`src/rtl/voice_sched_pkg.sv`:
```
// Shared encodings and default widths for the voice scheduler block.
package voice_sched_pkg;

    localparam logic [1:0] ACCEPT   = 2'd0;
    localparam logic [1:0] WAIT_ADV = 2'd1;

    localparam int DEFAULT_NOTE_W = 6;
    localparam int DEFAULT_DUR_W  = 6;

    localparam logic [1:0] LEFT  = 2'b10;
    localparam logic [1:0] RIGHT = 2'b01;
    localparam logic [1:0] BOTH  = 2'b11;

endpackage

```
`src/rtl/voice_scheduler_picker.sv`:
```
// Lowest-index-set-bit priority encoder: one-hot grant plus an any-request flag.
module voice_picker #(
    parameter int NUM_VOICES = 3
) (
    input  logic [NUM_VOICES-1:0] req,
    output logic [NUM_VOICES-1:0] grant,
    output logic                  any
);

    // Two's-complement trick isolates the lowest set bit.
    assign grant = req & (~req + NUM_VOICES'(1));
    assign any   = |req;

endmodule

```
`src/rtl/voice_scheduler.sv`:
```
// Dispatches song entries to the lowest idle note_player voice and
// stalls the entry stream for beat-counted time advances.
module voice_scheduler
    import voice_sched_pkg::*;
#(
    parameter int NUM_VOICES = 3,
    parameter int NOTE_W     = DEFAULT_NOTE_W,
    parameter int DUR_W      = DEFAULT_DUR_W
) (
    input  logic                  clk,
    input  logic                  reset,
    input  logic                  play_enable,
    input  logic                  beat,
    input  logic                  in_valid,
    output logic                  in_ready,
    input  logic                  in_is_advance,
    input  logic [NOTE_W-1:0]     in_note,
    input  logic [DUR_W-1:0]      in_duration,
    input  logic [1:0]            in_stereo,
    input  logic [NUM_VOICES-1:0] voice_done,
    output logic [NUM_VOICES-1:0] voice_load,
    output logic [NOTE_W-1:0]     note_out,
    output logic [DUR_W-1:0]      duration_out,
    output logic [1:0]            stereo_out,
    output logic [NUM_VOICES-1:0] voice_busy,
    output logic                  advancing,
    output logic                  all_idle
);

    logic [1:0]            state;
    logic [DUR_W-1:0]      adv_count;
    logic [NUM_VOICES-1:0] free;
    logic [NUM_VOICES-1:0] grant;
    logic [NUM_VOICES-1:0] set_vec;
    logic                  any_free;
    logic                  accept;
    logic                  dispatch;
    logic                  dur_zero;
    logic                  beat_en;

    assign free = ~voice_busy;

    voice_picker #(.NUM_VOICES(NUM_VOICES)) u_picker (
        .req   (free),
        .grant (grant),
        .any   (any_free)
    );

    // Reset gates in_ready so no entry is taken while the registers are held.
    assign in_ready = !reset && (state == ACCEPT) && play_enable
                      && (in_is_advance || any_free);
    assign accept    = in_valid && in_ready;
    assign dur_zero  = (in_duration == '0);
    assign dispatch  = accept && !in_is_advance && !dur_zero;
    assign set_vec   = dispatch ? grant : '0;
    assign beat_en   = beat && play_enable;
    assign advancing = (state == WAIT_ADV);
    assign all_idle  = (state == ACCEPT) && (voice_busy == '0);

    // NOTE: sequential state uses non-blocking (<=) so every flop samples pre-edge values.
    always_ff @(posedge clk or posedge reset) begin
        if (reset) begin
            state     <= ACCEPT;
            adv_count <= '0;
        end else begin
            case (state)
                ACCEPT: begin
                    if (accept && in_is_advance && !dur_zero) begin
                        state     <= WAIT_ADV;
                        adv_count <= in_duration;
                    end
                end
                WAIT_ADV: begin
                    if (beat_en && adv_count != '0) begin
                        adv_count <= adv_count - DUR_W'(1);
                        if (adv_count == DUR_W'(1)) begin
                            state <= ACCEPT;
                        end
                    end
                end
                default: begin
                    state     <= ACCEPT;
                    adv_count <= '0;
                end
            endcase
        end
    end

    // Set is OR-ed after the clear mask, so a same-cycle set wins.
    always_ff @(posedge clk or posedge reset) begin
        if (reset) begin
            voice_busy <= '0;
            voice_load <= '0;
        end else begin
            voice_busy <= (voice_busy & ~voice_done) | set_vec;
            voice_load <= set_vec;
        end
    end

    always_ff @(posedge clk or posedge reset) begin
        if (reset) begin
            note_out     <= '0;
            duration_out <= '0;
            stereo_out   <= '0;
        end else if (dispatch) begin
            note_out     <= in_note;
            duration_out <= in_duration;
            stereo_out   <= in_stereo;
        end
    end

    a_no_set_clear: assert property (@(posedge clk) disable iff (reset)
        (set_vec & voice_done) == '0);

    a_load_onehot0: assert property (@(posedge clk) disable iff (reset)
        $onehot0(voice_load));

    a_stereo_legal: assert property (@(posedge clk) disable iff (reset)
        dispatch |-> (in_stereo == LEFT || in_stereo == RIGHT || in_stereo == BOTH));

endmodule

```
`config.mk`:
```
export PLATFORM = sky130hd
export DESIGN_NAME = voice_scheduler
export DESIGN_NICKNAME = d
export VERILOG_FILES = /design/src/rtl/voice_sched_pkg.sv /design/src/rtl/voice_scheduler_picker.sv /design/src/rtl/voice_scheduler.sv
export SDC_FILE = /design/constraint.sdc
export NUM_CORES = 1
export LEC_CHECK = 0
export CAP_MARGIN = 20
export CORE_UTILIZATION = 45
export DETAILED_ROUTE_END_ITERATION = 12
export PLACE_DENSITY_LB_ADDON = 0.05
export SYNTH_ARGS = -nofsm -noshare
export SYNTH_HDL_FRONTEND = slang
export SYNTH_SLANG_ARGS = --single-unit
```
`constraint.sdc`:
```
create_clock -name clk -period 1.8 [get_ports clk]
set_input_delay 0.18 -clock clk [delete_from_list [all_inputs] [get_ports clk]]
set_output_delay 0.18 -clock clk [all_outputs]
set_load 0.03 [all_outputs]
```
After elaboration in Yosys (flattened, before gate mapping)
Cells that the tools add are included.
- register bits: 28
- input bits: 23
- output and inout port bits: 23
- word-level logic and storage cells: 50
- add/sub/neg operators: 2
- eq/ne operators: 5
- muxes and demuxes: 8
- bitwise logic cells: 6
- reduce and logical (&&, ||, !) cells: 22
- operators by type and width (kind ; number):
    $mux 6 ; 2
    $pmux 6 s2 ; 1
    $logic_and 1x1->1 ; 11
    $not 3->3 ; 3
    $and 3x3->3 ; 2
    $eq 6x1->1 const B ; 1
    $logic_not 6->1 ; 1
    $mux 2 ; 3
    $ne 2x1->1 const B ; 3
    $reduce_bool 6->1 ; 1
    $sub 6x1->6 const B ; 1
    $pmux 2 s2 ; 1
    $add 3x1->3 const B ; 1
    $logic_not 1->1 ; 3
    $logic_not 3->1 ; 1
    $mux 3 ; 1
    $or 3x3->3 ; 1
    $reduce_and 3->1 ; 1
    $reduce_or 3->1 ; 1
    $eq 2x1->1 const B ; 1
    $logic_not 2->1 ; 1
    $reduce_and 2->1 ; 1
    $logic_or 1x1->1 ; 1

Depth between registers and ports, before layout
Gate-level depths: netlist (run 1).
- depth after elaboration: 9
- gate-level depth with buffers: 6
- gate-level depth less buffers: 6

Hierarchy
Synthesis (run 1) repeated with hierarchy kept, for this count alone.
- cell total of the unflattened synthesis: 109
- area, all modules: 1322.5 sq um
- by module, submodules not included (module ; instances ; cells each ; area each (sq um) ; sequential area each (sq um)):
    voice_scheduler ; 1 ; 105 ; 1295.0 ; 675.6
    voice_picker ; 1 ; 4 ; 27.5 ; 0.0

Worst setup path after synthesis (run 1)
OpenSTA, ideal clock, no wires.
- path type: reg-to-output
- start point: reg state[0]
- end point: out in_ready
- arrival: 1.940 ns
- data required time: 1.620 ns
- path slack: -0.320 ns
- cell stages (with the launch flop): 4
- path buffers: 2
- path through: dfrtp_1 buf_6 clkbuf_1 nor4b_1
- word-level cells in the longest chain between the ends: 4
- RTL lines (what ; line ; source):
    start, declared ; voice_scheduler.sv:30 ; logic [1:0] state;
    start signal, assigned ; voice_scheduler.sv:63 ; state <= ACCEPT;
    start signal, assigned ; voice_scheduler.sv:69 ; state <= WAIT_ADV;
    start signal, assigned ; voice_scheduler.sv:77 ; state <= ACCEPT;
    $logic_not 2->1 ; voice_scheduler.sv:50 ; assign in_ready = !reset && (state == ACCEPT) && play_enable
    $logic_and 1x1->1 (2 in series) ; voice_scheduler.sv:50 ;
    $logic_and 1x1->1 ; voice_scheduler.sv:51 ; && (in_is_advance || any_free);
    end, declared ; voice_scheduler.sv:15 ; output logic in_ready,
Every way passes these cells.

Worst setup path in the final report (run 1)
- start point: reg state[0]
- end point: reg adv_count[0]
- word-level cells in the longest chain between the ends: 9
- elaborated cells on any way between the ends: 12
- classes of those cells: 3 x eq/ne; 1 x mux; 8 x reduce/logical
- RTL lines (what ; line ; source):
    $logic_not 2->1 ; voice_scheduler.sv:50, voice_scheduler.sv:66 ;
    $logic_and 1x1->1 (2 in series) ; voice_scheduler.sv:50 ;
    $logic_and 1x1->1 ; voice_scheduler.sv:51 ;
    $logic_and 1x1->1 ; voice_scheduler.sv:52 ; assign accept = in_valid && in_ready;
    $logic_and 1x1->1 (2 in series) ; voice_scheduler.sv:68 ; if (accept && in_is_advance && !dur_zero) begin
    $ne 2x1->1 (no line) ; n/a ;
    $reduce_and 2->1 (no line) ; n/a ;
    end signal, assigned ; voice_scheduler.sv:70 ; adv_count <= in_duration;
    end signal, assigned ; voice_scheduler.sv:75 ; adv_count <= adv_count - DUR_W'(1);
    end, declared ; voice_scheduler.sv:31 ; logic [DUR_W-1:0] adv_count;
Several ways; a longest one is shown, not always the timed one.
A chain may end at the register's enable or synchronous reset.

==> results of run 1 <==
==> per-stage QoR <==
| stage | instance area (um2) | util [%] | hold WS, ns | cells |
|---|---|---|---|---|
| 4_1_cts | 2090 | 73.2 | 0.247 | 218 |
| 2_1_floorplan | 1410 | - | 0.233 | 118 |
| 3_3_place_gp | 2040 | 71.4 | 0.472 | 213 |
| 3_5_place_dp | 2040 | 71.4 | 0.478 | 213 |
| 5_1_grt | 2100 | 73.5 | 0.255 | 218 |
| 6_report | 2100 | 73.5 | 0.256 | 218 |
==> worst max-delay path by stage <==
stage | from | endpoint | slack [ns] | depth (start not counted)
global placement | reset | duration_out[1] | -0.27 | 5
finish | state[0] | adv_count[0] | 0.05 | 6
floorplan | state[0] | duration_out[1] | 0.006 | 6
CTS | state[0] | all_idle | 0.03 | 3
global route | state[0] | adv_count[0] | -0.001 | 6
detailed placement | reset | note_out[2] | -0.33 | 5
==> kinds of logic after synthesis <==
family,after synthesis
AO/OA/AOI/OAI,19
adder cells (fa/ha/maj),2
buffers and inverters,12
flip-flops,27
multiplexers,20
AND/OR/NAND/NOR,38
==> critical path: cells and delay by family (launching register included) <==
| family | cells | cell delay, ns |
|---|---|---|
| compound gates | 2 | 0.46 |
| buf+inv | 2 | 0.31 |
| mux | 1 | 0.27 |
| flops | 1 | 0.45 |
| simple gates | 1 | 0.19 |
==> state kept, by name, indices dropped and copies added, names as in the netlist <==
signal        cells
adv_count         6
duration_out      6
note_out          6
state             1
stereo_out        2
voice_busy        3
voice_load        3
==> report_power, final <==
group          total (W)  switching [W]  internal [W]  leakage, nW
registers        0.00101       0.000169      0.000837        0.336
clock network   0.000264       0.000177     0.0000869       0.0150
logic            0.00160       0.000816      0.000786        0.555
==> repair_timing <==
action,in CTS,in global routing
buffers inserted,1,0
resized for setup,3,5
pin swaps,1,0
endpoints found under the setup margin,17,3
==> layer usage <==
layer,wire (um),GRT usage (%)
met3,152,2.72
met2,1650,37.4
met4,44,8.01
met1,1470,29.9
met5,0,0
==> layout make-up <==
class	count	area (um2)
Inverter	7	26.3
Tap cell	31	38.8
Timing Repair Buffer	70	642
Fill cell	216	757
Clock buffer	4	26.3
Multi-Input combinational cell	79	686
Sequential cell	27	677
==> layout by cell type, fill, tap and decap left out, drive strengths merged, types with 3 or more instances in the layout <==
cell           netlist  routed
clkdlybuf4s50        0      42
dfrtp               27      27
buf                  3      26
mux2                18      18
nand2               10      10
inv                  7       7
nor2                 6       6
nand3                6       6
clkbuf               2       5
o221a                3       3
nor4                 3       3
==> metrics.yaml, run 1 <==
coreArea_um2: 2850
synthAdderAreaFrac_pct: 1.80
ys_seq_area_share_pct: 48.6
tritoncts.num_buffers: 3
hold_class: "input port to async pin"
dr_total_vias: 1196
drive_gt1_share_pct: 28.3
tns_ns: 0
die_area_um2: 3320
hpwl_um: 2510
cts_sinks: 27
synth_xor_area_share_pct: 0
firstDrtPassIters: 8
track_usage_pct: 22.4
path_class: "flop to flop"
maxCapViolCount: 0
portBuffers: 45
worst_setup_path_end_kind: "flop"
crit_top_cell: "buf_4"
die_w_um: 57.6
path_cells: "buf_4 -> nand4bb_4 -> a211o_4 -> buf_4 -> mux2_2 -> o221ai_2"
grt_pass1_wl_um: 5670
final_nets: 213
setup_viol: 0
synthMostInstantiatedCell: "dfrtp_1"
insertion_delay_ns: 0.32
grt_pass1_vias: 1246
clockBufferDepth: 2
fin_crit_sh_pct: 97.3
antenna_found_initial: 0
yosys.area.top_type_share_pct: 48.6
grt-ovfl-total: 0
fmax_ghz: 0.571
ir_worst_vdd_mv: 0.798
worstRegToRegCells: 6
drtIter0Drc: 50
cts_tree: "yes"
tightest_slew_ns: 0.401
required_ns: 2.06
gp_congestion: 0.751
area_growth_pct: 50.8
layout_setup_ws_ns: 0.0492
row_count: 19
cts_hold_buffers: 0
p_per_area_nw_per_um2: 1370
htree_levels: 1
slew_headroom_pct: 73.1
clk_pin_slew_ns: 0.14
synth-compound-area-share_pct: 11.0
p_leak_nw: 0.905
synth_top_family_by_area: "simple AND/OR/NAND/NOR gates"
ys_ff_latch: 27
postSynthAreaPerCell_um2: 11.8
rrSetupSlack_ns: 0.05
async_flop_share_pct: 100
cpMaxStageDelayCell: "dfrtp_2"
violations: "design-rule violations"
grt_start_max_net_pins: 16
yosys_most_used_dff: "dfrtp_1"
n_antenna_cell: 0
wl_um: 3310
slew_viol_final: 0
ys_warn_count: 0
crit_path_max_fanout: 5
muxShareOfSynthArea_pct: 16.8
pre_cts_ws_ns: -0.331
die-height_um: 57.6
startpoint_type: "flop"
yosys.area.top_type: "dfrtp_1"
route.detailed.drc: 1
ant_nets: 0
yosys.area_share.simple_pct: 17.2
drt-wirelength-per-cell_um: 15.2
synthTopCellsByArea: "dfrtp_1, mux2_2, mux2_1"
synth_edf_count: 0
ioPinCount: 46
start_util_pct: 48.7
finalCriticalPeriod_ns: 1.75
syn_nets: 143
cp.arrival_ns: 2.01
finalClockSkew_ns: 0.00262
cpPeakStageDelay_ns: 0.45
syn_inst: 118
rr_startpoint: "state[0]"
cts_root_buf: "clkbuf_4"
synthesis.area_um2: 1390
synth_common_cells: "dfrtp_1, nand2_1, mux2_2"
via_per_inst: 5.49
synth.distinct_cells: 40
p_total_w: 0.00287
status: "complete, but fails checks"
r2r-end: "adv_count[0]"
hold_violations: 0
No activity file was read; power rests on OpenSTA's default activity.
==> run 2, diff against run 1 <==
--- a/config.mk
+++ b/config.mk
@@ -6,7 +6,9 @@
 export NUM_CORES = 1
 export LEC_CHECK = 0
 export CAP_MARGIN = 20
-export CORE_UTILIZATION = 45
+export CELL_PAD_IN_SITES_DETAIL_PLACEMENT = 0
+export CELL_PAD_IN_SITES_GLOBAL_PLACEMENT = 2
+export CORE_UTILIZATION = 28
 export DETAILED_ROUTE_END_ITERATION = 12
 export PLACE_DENSITY_LB_ADDON = 0.05
 export SYNTH_ARGS = -nofsm -noshare
==> run 2 against run 1 <==
Net effect: the run now ends clean; first-iteration DRC count decreased by 36%; cell count grew 17%; clock skew shrank 0.00059 ns; worst setup slack gained 0.020 ns; power is 2.6% higher; critical path type is now flop to output port; fmax is 1.1% higher; sequential share of layout area decreased by 0.94 points; clock power grew 37%; wire length up 3.4%.
==> metrics.yaml, run 2 (synthesis results as in run 1) <==
status: "completed"
hpwl_um: 2750
n_antenna_cell: 0
combPwrFrac_pct: 53.8
antenna_found_initial: 0
die_w_um: 72.5
wl_um: 3420
tritoncts.num_buffers: 3
layout_commonest_cell: "clkdlybuf4s50_1"
gp_congestion: 0.705
cpPeakStageDelay_ns: 0.44
worst-path-buf-inv: 2
slew_viol_final: 0
crit_path_max_fanout: 4
drt-wirelength-per-cell_um: 13.5
fillers: 469
p_leak_nw: 0.915
slew_headroom_pct: 77.7
p_total_w: 0.00295
grt_pass1_vias: 1202
final_nets: 213
area_growth_pct: 55.3
via_per_inst: 4.54
path_class: "flop to output port"
intPower_w: 0.00177
start_util_pct: 29.2
grt_pass1_wl_um: 5610
die_area_um2: 5250
htree_levels: 1
drive_gt1_share_pct: 27.3
firstDrtPassIters: 3
dr_total_vias: 1153
top_regs: "adv_count (6), duration_out (6), note_out (6)"
hold_class: "input port to async pin"
coreArea_um2: 4750
required_ns: 1.62
cts_sinks: 27
startpoint_type: "flop"
track_usage_pct: 14.2
ioPinCount: 46
fin_area_um2: 2160
clockBufferDepth: 2
fmax_ghz: 0.578
cp_top_family: "buffers and inverters"
fin_crit_sh_pct: 96.2
hold_violations: 0
multiInputGateArea_um2: 676
finalClockSkew_ns: 0.00202
drtIter0Drc: 32
seqCellArea_um2: 677
ir_worst_vdd_mv: 0.823
row_count: 25
swShare_pct: 39.9
seqPwrFrac_pct: 33.9
cts_root_buf: "clkbuf_8"
portBuffers: 45
route.detailed.drc: 0
tightest_slew_ns: 0.331
finalCriticalPeriod_ns: 1.73
net-switching-power_w: 0.00118
layout_common_cells: "clkdlybuf4s50_1, dfrtp_1, buf_4, nand2_1, mux2_2"
die-height_um: 72.5
cts_tree: "yes"
cp.arrival_ns: 1.55
post_dp_cell_area_um2: 2080
insertion_delay_ns: 0.27
worst_setup_path_end_kind: "output port"
clk_pin_slew_ns: 0.10
rsz0062_at_grt: "false"
grt_start_max_net_pins: 18
setup_viol: 0
maxCapViolCount: 0
grt-ovfl-total: 0
p_per_area_nw_per_um2: 1370
clkPwrFrac_pct: 12.3
ant_nets: 0
path_cells: "buf_4 -> nor4_2 -> dlygate4sd2_1"
cpMaxStageDelayCell: "dfrtp_2"
[run 2: cell count changes in the layout (fill, tap and decap cells not counted), sizes merged]
cell	before	now
clkbuf	5	3
dlygate4sd2	1	2
inv	7	8
[run 2: per-stage QoR]
step	std cells	setup slack, ns	TNS, ns	util (%)	hold WS, ns
2_1_floorplan	118	0.00579	0	-	0.233
3_3_place_gp	249	-0.388	-5.41	43.8	0.474
3_5_place_dp	249	-0.400	-6.28	43.8	0.487
4_1_cts	254	0.0496	0	45.4	0.385
5_1_grt	254	0.00125	0	45.4	0.411
6_report	254	0.0691	0	45.4	0.388
[run 2: worst register-to-register path: cells and delay by family, from the launching register on]
| family | cells | cell delay [ns] |
|---|---|---|
| muxes | 1 | 0.32 |
| DFF | 1 | 0.44 |
| AOI/OAI and AO/OA | 2 | 0.60 |
| and+or+nand+nor | 1 | 0.20 |
[run 2: final cells by class]
type,count,area share (%)
clock buffer,3,1.91
clock inverter,1,0.406
inverter,7,1.22
multi-input combinational,79,31.3
sequential,27,31.4
tap,67,3.88
timing repair buffer,70,29.9
[run 2: final timing paths]
path | endpoint | start | slack [ns] | cells after the start
max reg2reg | adv_count[4] | state[0] | 0.14 | 4
min | voice_load[2] | reset | 0.39 | 4
min reg2reg | note_out[1] | note_out[1] | 0.50 | 1
min in group clk | voice_busy[2] | voice_done[2] | 0.46 | 2
max in group asynchronous | state[0] | reset | 1.14 | 4
max | all_idle | state[0] | 0.07 | 3
[run 2: layer usage]
metal,global-route usage (%),vias to the layer above,routed length [um]
met4,4.79,0,66
li1,-,574,-
met5,0,-,0
met1,16.8,549,1470
met3,3.89,8,119
met2,24.7,22,1770
[run 2: what timing repair did]
action                                  in CTS  in global routing
endpoints found under the setup margin      19                  0
buffers inserted                             1                  0
hold buffers                                 0                  0
resized for setup                            4                  0
[run 2: power by group through the flow]
stage / sequential (W) / clock [W] / combinational (W)
after CTS: 0.00101 / 0.000380 / 0.00161
after detailed placement: 0.00101 / 0 / 0.00161
final: 0.00100 / 0.000363 / 0.00158
after global placement: 0.00101 / 0 / 0.00158
after global routing: 0.00103 / 0.000414 / 0.00169
after floorplan: 0.00134 / 0 / 0.000616
